## src/rtl/multiplier_pipelined_hs.sv

```systemverilog
// multiplier_pipelined_hs: 3-stage limb-split WIDTH x WIDTH multiplier with
// signed/unsigned mode, valid/ready handshake (whole-pipe stall) and pass-through tag.
module multiplier_pipelined_hs #(
  parameter int WIDTH = 32,
  parameter int TAG_W = 4
) (
  input  logic                 clk,
  input  logic                 rst_n,
  input  logic                 in_valid,
  output logic                 in_ready,
  input  logic [WIDTH-1:0]     a,
  input  logic [WIDTH-1:0]     b,
  input  logic                 is_signed,
  input  logic [TAG_W-1:0]     in_tag,
  output logic                 out_valid,
  input  logic                 out_ready,
  output logic [2*WIDTH-1:0]   r,
  output logic [TAG_W-1:0]     out_tag
);
  localparam int H = WIDTH / 2;
  logic               adv;
  logic               v1, v2;
  logic [H-1:0]       a_hi, a_lo, b_hi, b_lo;
  logic               a_neg, b_neg;
  logic [TAG_W-1:0]   t1, t2;
  logic [WIDTH-1:0]   pp_ll, pp_hl, pp_lh, pp_hh;
  logic [WIDTH:0]     corr;
  logic [2*WIDTH-1:0] sum;
  assign adv      = !out_valid || out_ready;
  assign in_ready = adv;
  // Unsigned limb sum minus the two's-complement correction gives the signed product mod 2^(2W)
  assign sum = {pp_hh, {WIDTH{1'b0}}} + {{WIDTH{1'b0}}, pp_ll}
             + ({{WIDTH{1'b0}}, pp_hl} << H) + ({{WIDTH{1'b0}}, pp_lh} << H)
             - ({{(WIDTH-1){1'b0}}, corr} << WIDTH);
  always_ff @(posedge clk or negedge rst_n) begin
    if (!rst_n) begin
      v1    <= 1'b0;
      a_hi  <= '0;
      a_lo  <= '0;
      b_hi  <= '0;
      b_lo  <= '0;
      a_neg <= 1'b0;
      b_neg <= 1'b0;
      t1    <= '0;
    end else if (adv) begin
      v1 <= in_valid;
      if (in_valid) begin
        a_hi  <= a[WIDTH-1:H];
        a_lo  <= a[H-1:0];
        b_hi  <= b[WIDTH-1:H];
        b_lo  <= b[H-1:0];
        a_neg <= is_signed & a[WIDTH-1];
        b_neg <= is_signed & b[WIDTH-1];
        t1    <= in_tag;
      end
    end
  end
  always_ff @(posedge clk or negedge rst_n) begin
    if (!rst_n) begin
      v2    <= 1'b0;
      pp_ll <= '0;
      pp_hl <= '0;
      pp_lh <= '0;
      pp_hh <= '0;
      corr  <= '0;
      t2    <= '0;
    end else if (adv) begin
      v2 <= v1;
      if (v1) begin
        pp_ll <= {{H{1'b0}}, a_lo} * {{H{1'b0}}, b_lo};
        pp_hl <= {{H{1'b0}}, a_hi} * {{H{1'b0}}, b_lo};
        pp_lh <= {{H{1'b0}}, a_lo} * {{H{1'b0}}, b_hi};
        pp_hh <= {{H{1'b0}}, a_hi} * {{H{1'b0}}, b_hi};
        corr  <= {1'b0, (a_neg ? {b_hi, b_lo} : {WIDTH{1'b0}})}
               + {1'b0, (b_neg ? {a_hi, a_lo} : {WIDTH{1'b0}})};
        t2    <= t1;
      end
    end
  end
  // r/out_tag only load with a real result, so they hold across bubbles
  always_ff @(posedge clk or negedge rst_n) begin
    if (!rst_n) begin
      out_valid <= 1'b0;
      r         <= '0;
      out_tag   <= '0;
    end else if (adv) begin
      out_valid <= v2;
      if (v2) begin
        r       <= sum;
        out_tag <= t2;
      end
    end
  end
endmodule
```

## config.mk

```make
export PLATFORM = sky130hd
export DESIGN_NAME = multiplier_pipelined_hs
export DESIGN_NICKNAME = d
export VERILOG_FILES = /design/src/rtl/multiplier_pipelined_hs.sv
export SDC_FILE = /design/constraint.sdc
export NUM_CORES = 2
export LEC_CHECK = 0
export CORE_ASPECT_RATIO = 1.5
export CORE_MARGIN = 5
export CORE_UTILIZATION = 45
export CTS_CLUSTER_DIAMETER = 30
export DETAILED_ROUTE_END_ITERATION = 10
export GPL_TIMING_DRIVEN = 0
export PLACE_DENSITY_LB_ADDON = 0.25
export SYNTH_ARGS = -nofsm -noshare
export SYNTH_HDL_FRONTEND = slang
export SYNTH_SLANG_ARGS = --single-unit
export TNS_END_PERCENT = 1
```

## constraint.sdc

```tcl
create_clock -name clk -period 13.1 [get_ports clk]
set_clock_uncertainty 0.1 [all_clocks]
set_input_delay 2.62 -clock clk [delete_from_list [all_inputs] [get_ports clk]]
set_output_delay 2.62 -clock clk [all_outputs]
set_load 0.05 [all_outputs]
```

# Word-level counts from Yosys, hierarchy flattened
# Cells that the tools add are included.
# word_totals
register_bits,305
latchBits,0
ram_bits,0
rom_bits,0
output_inout_bits,70
mem_count,0
# op_classes
addsub,5
n_mul,4
div,0
magnitude_cmp,0
n_eq_ne,0
n_shift,0
n_mux,2
bitwise,2
n_reduce_logical,5
# op_table
cell,count
$add A64 B48 Y64,2
$mul A16 B16 Y32,4
$add A64 B32 Y64,1
$mux W32,2
$sub A64 B64 Y64,1
$add A32 B32 Y32,1
$reduce_and A2 Y1,3
$and A1 B1 Y1,2
$logic_not A1 Y1,1
$logic_or A1 B1 Y1,1

# Depth between registers and ports, before layout
# logic_depth
word_depth,4
ltp_mapped,25

# Least setup slack after synthesis
# Ideal clock, no wire load.
# synth_path
path_type,reg-to-reg
startpoint,register b_lo[1]
endpoint,register pp_hl[27]
setup_time_ns,0.129
arrival_time_ns,6.249
required_time_ns,12.871
path_slack_ns,6.622
path_stages_with_launch,23
synth_period_minus_slack_ns,6.478
path_cell_list,dfrtp_1 -> clkbuf_1 -> nand2_1 -> fa_1 -> fa_1 -> fa_1 -> fa_1 -> inv_1 -> fa_1 -> inv_1 -> fa_1 -> inv_1 -> ha_1 -> and3_4 -> a22o_1 -> or3b_1 -> o211ai_2 -> or4b_1 -> a41o_1 -> nand3_1 -> a32oi_1 -> xnor2_1 -> o21ai_1
# synth_between
elab_chain_cells,1
# synth_rtl
item,line,rtl
"start, declared",23,"logic [H-1:0] a_hi, a_lo, b_hi, b_lo;"
"start signal, assigned",51,b_lo <= b[H-1:0];
$mul A16 B16 Y32,71,"pp_hl <= {{H{1'b0}}, a_hi} * {{H{1'b0}}, b_lo};"
"end signal, assigned",71,
"end, declared",26,"logic [WIDTH-1:0] pp_ll, pp_hl, pp_lh, pp_hh;"
# No other way between the ends.
# A chain may end at the register's enable or synchronous reset.

# Final worst setup path
# layout_path
startpoint,register b_hi[9]
endpoint,register pp_lh[31]
# layout_between
elab_chain_cells,1
# layout_rtl
item,line,rtl
"start, declared",23,
"start signal, assigned",50,b_hi <= b[WIDTH-1:H];
$mul A16 B16 Y32,72,"pp_lh <= {{H{1'b0}}, a_lo} * {{H{1'b0}}, b_hi};"
"end signal, assigned",72,
"end, declared",26,
# No other way between the ends.

==> flow_summary.rst <==
.. list-table::
   :header-rows: 1

   * - Metric
     - Value
   * - Result of the run
     - finished clean
   * - Most instantiated cells after synthesis
     - 1111 x inv_1, 915 x nand2_1, 825 x fa_1, 569 x ha_1, 551 x and2_1
   * - R2R Setup Slk
     - 4210 ps
   * - Fill cell total of the finished layout
     - ~11000
   * - Proportion of layout cells with a drive suffix above 1
     - 0.0378
   * - Yosys warnings
     - 0
   * - Row count
     - 153
   * - Minimum setup slack in the final design
     - ~4200 ps
   * - Clk_lat worst skew
     - 670 ps
   * - Starting Density
     - 0.453
   * - Post-DR vias/cell
     - 5.47
   * - Synth area leader
     - fa_1
   * - First-pass GRT wire length
     - 280 mm
   * - Number of standard cells in the layout, taps in and fillers out
     - 7727
   * - Max Fanout on Critical Path
     - 10
   * - Type of destination of the critical path
     - register
   * - Number of synthesized flops with an enable pin
     - 0
   * - Number of buffers inserted by port buffering
     - 142
   * - Avg Synthesized Cell Area
     - 8.90 um^2
   * - Library cells used by synthesis
     - 87
   * - Slowest CP cell
     - a211oi_2
   * - Start point of the critical path
     - b_hi[9]$_DFFE_PN0P_
   * - Number of buffers on the longest clock path
     - 3
   * - Total CTS buffers
     - 68
   * - Reg2reg start
     - b_hi[9]$_DFFE_PN0P_
   * - Crit-path max cell delay
     - 900 ps
   * - Most common cell type on the critical path
     - fa_1
   * - Data required, critical path
     - 13500 ps
   * - Ys flop type
     - dfrtp_1
   * - CTS-repair resized insts
     - 0
   * - GRT Total Usage
     - 0.307
   * - Synthesized flop and latch total
     - slightly above 300
   * - Root cell of the clock tree
     - clkbuf_16
   * - Area share of the largest cell type after synthesis
     - 0.315
   * - Worst setup slack after placement
     - 4410 ps
   * - Min-delay worst type
     - reg -> reg
   * - Num Clock Sinks
     - 305
   * - Number of buffers inserted by post-CTS setup repair
     - 0
   * - Remaining max-slew budget at the tightest pin
     - 0.0196
   * - Final min period
     - around 9000 ps
   * - Vertical extent of the die
     - 428 um
   * - Crit path to
     - pp_lh[31]$_DFFE_PN0P_
   * - Synthesized instance count
     - 5893
   * - RSZ-0062 raised after global routing
     - no
   * - Sum of routed wire length over all layers
     - 189 mm
   * - Level count of the clock H-tree
     - 3
   * - Post-route ant nets
     - 0
   * - DRC violation count after routing
     - 0
   * - Post-synthesis net count
     - 7360
   * - Weighted congestion at the end of routability-driven global placement
     - ~1
   * - Wire per inst
     - 24.4 um
   * - Clock tree from TritonCTS
     - yes
   * - Post-route setup TNS
     - 0 ps
   * - GR Overflow Total
     - 0
   * - Setup violation total in the final timing report
     - 0
   * - Max-capacitance violation count
     - 0
   * - Transition at the pin with the smallest max-transition slack
     - around 1500 ps
   * - Async SR Flop Fraction
     - 1.00
   * - Number of slew-limit violations in the final report
     - 0
   * - Number of antenna violations at the first check in global routing
     - 37
   * - Boundary Pins
     - approximately 140
   * - Via count of the first global-routing pass
     - 44167
   * - Most frequent cell after synthesis
     - inv_1
   * - Final period util
     - 0.679
   * - Count of final hold-check violations
     - 0
   * - Detailed Route Iter0 Violations
     - 3399
   * - Worst reg2reg path depth
     - 25
   * - Hold-fix buffer count after cts
     - 0
   * - Core region area
     - 116000 um^2
   * - Reg-to-reg endpoint
     - pp_lh[31]$_DFFE_PN0P_
   * - Count of TritonRoute iterations in the first routing pass
     - 6
   * - Vias
     - 42298
   * - Pin count of the biggest net entering global routing
     - between 100 and 150
   * - Fmax
     - 112 MHz
   * - Startpoint types
     - register
   * - Area delta synth->final
     - 11.4%
   * - Portion of the post-synthesis area used by sequential elements
     - 0.146
   * - Post-CTS clock slew at the launch and capture registers of the worst setup and hold paths
     - approximately 50 ps
   * - Die Outline Area
     - 124000 um^2
   * - Die extent in x
     - 289 um
   * - Number of nets in the layout
     - 7575
   * - Post-Syn Area
     - roughly 52000 um^2
   * - HPWL after DPL
     - about 160 mm
   * - Data arrival time of the critical path
     - 9290 ps
   * - Top cells by area, synth
     - fa_1 31%, dfrtp_1 15%, ha_1 14%
   * - Critical path class
     - reg -> reg
   * - Placed cell count
     - 7588
## registers in the layout (all words and copies together) (netlist names), 32 cells and up
signal  count
corr       32
pp_hh      32
pp_hl      32
pp_lh      32
pp_ll      32
r          64
## worst min path at each step
stage / cells after the start / slack, ps / startpoint / to
after floorplan: 2 / 330 / t1[0]$_DFFE_PN0P_ / t2[0]$_DFFE_PN0P_
after CTS: 2 / 360 / t1[3]$_DFFE_PN0P_ / t2[3]$_DFFE_PN0P_
after global placement: 2 / 340 / t1[2]$_DFFE_PN0P_ / t2[2]$_DFFE_PN0P_
after global routing: 2 / 370 / t1[3]$_DFFE_PN0P_ / t2[3]$_DFFE_PN0P_
after detailed placement: 2 / 350 / t1[2]$_DFFE_PN0P_ / t2[2]$_DFFE_PN0P_
final: 2 / 360 / t1[3]$_DFFE_PN0P_ / t2[3]$_DFFE_PN0P_
## cell families (layout without fill, tap and decap cells)
kind of cell	after synthesis	after routing	share of synthesized area
xor+xnor	198	198	0.0331
compound gates	800	800	0.0965
buf+inv	1407	1678	0.101
mux	73	73	0.0156
flops	305	305	0.146
simple gates	1716	1716	0.158
fa+ha+maj	1394	1394	0.451
other cells	0	13	0
## layout make-up
type	instances	area (um^2)	area share
Sequential cell	305	7630	0.131
Multi-Input combinational cell	4181	39500	0.676
Antenna cell	13	32.5	0.000557
Tap cell	1550	1940	0.0332
Timing Repair Buffer	145	1510	0.0258
Inverter	1111	4170	0.0714
Clock buffer	80	1840	0.0315
Clock inverter	46	669	0.0115
Buffer	296	1120	0.0191
## worst max-delay path: cells and delay by family (launching register included)
family                   cells  cell delay, ps
buffers and inverters        7            1730
AND/OR/NAND/NOR              2             220
AO/OA/AOI/OAI                8            2290
flip-flops                   1             310
XOR/XNOR                     1             660
adder cells (fa/ha/maj)      7            3380
## metal layers
| metal | wire (um) | up-vias | global-route usage |
|---|---|---|---|
| met3 | 14200 | 614 | 0.0552 |
| li1 | - | 18751 | - |
| met4 | 15400 | 6 | 0.202 |
| met2 | 90000 | 1795 | 0.510 |
| met1 | 69100 | 21132 | 0.364 |
| met5 | 42 | - | 0 |
## through the flow
step	utilization	instance area, um^2	hold WS, ps
after floorplan	-	52400	333
after detailed placement	0.483	55900	351
after CTS	0.504	58400	360
after global routing	0.504	58400	368
final	0.504	58400	362
after global placement	0.482	55800	343
## cells in the final DEF (no fill, tap or decap), types with 9 or more instances in the layout
cell             count
a21oi_1            184
a211oi_1            24
inv_1             1111
or3_1                9
a31oi_1             23
nor3_1              18
o21a_1              14
o21ai_0            264
diode_2             13
nor2_1              70
clkdlybuf4s50_1    141
nand2b_1            20
bufinv_16           11
and3_1              20
o31ai_1             14
o21bai_1            40
clkinvlp_4          10
nand2_1            915
xor2_1              80
clkbuf_1           289
fa_1               825
clkinv_4             9
mux2_2              68
o21ai_1             22
nand3_1             37
clkbuf_16           69
nor2b_1             12
a21o_1             108
nand4_1             28
and2_1             551
dfrtp_1            305
ha_1               569
xnor2_1            118
Power is left out: the tool's default activity adds up to more than one toggle a clock period on the data nets, which glitch-free logic cannot reach.
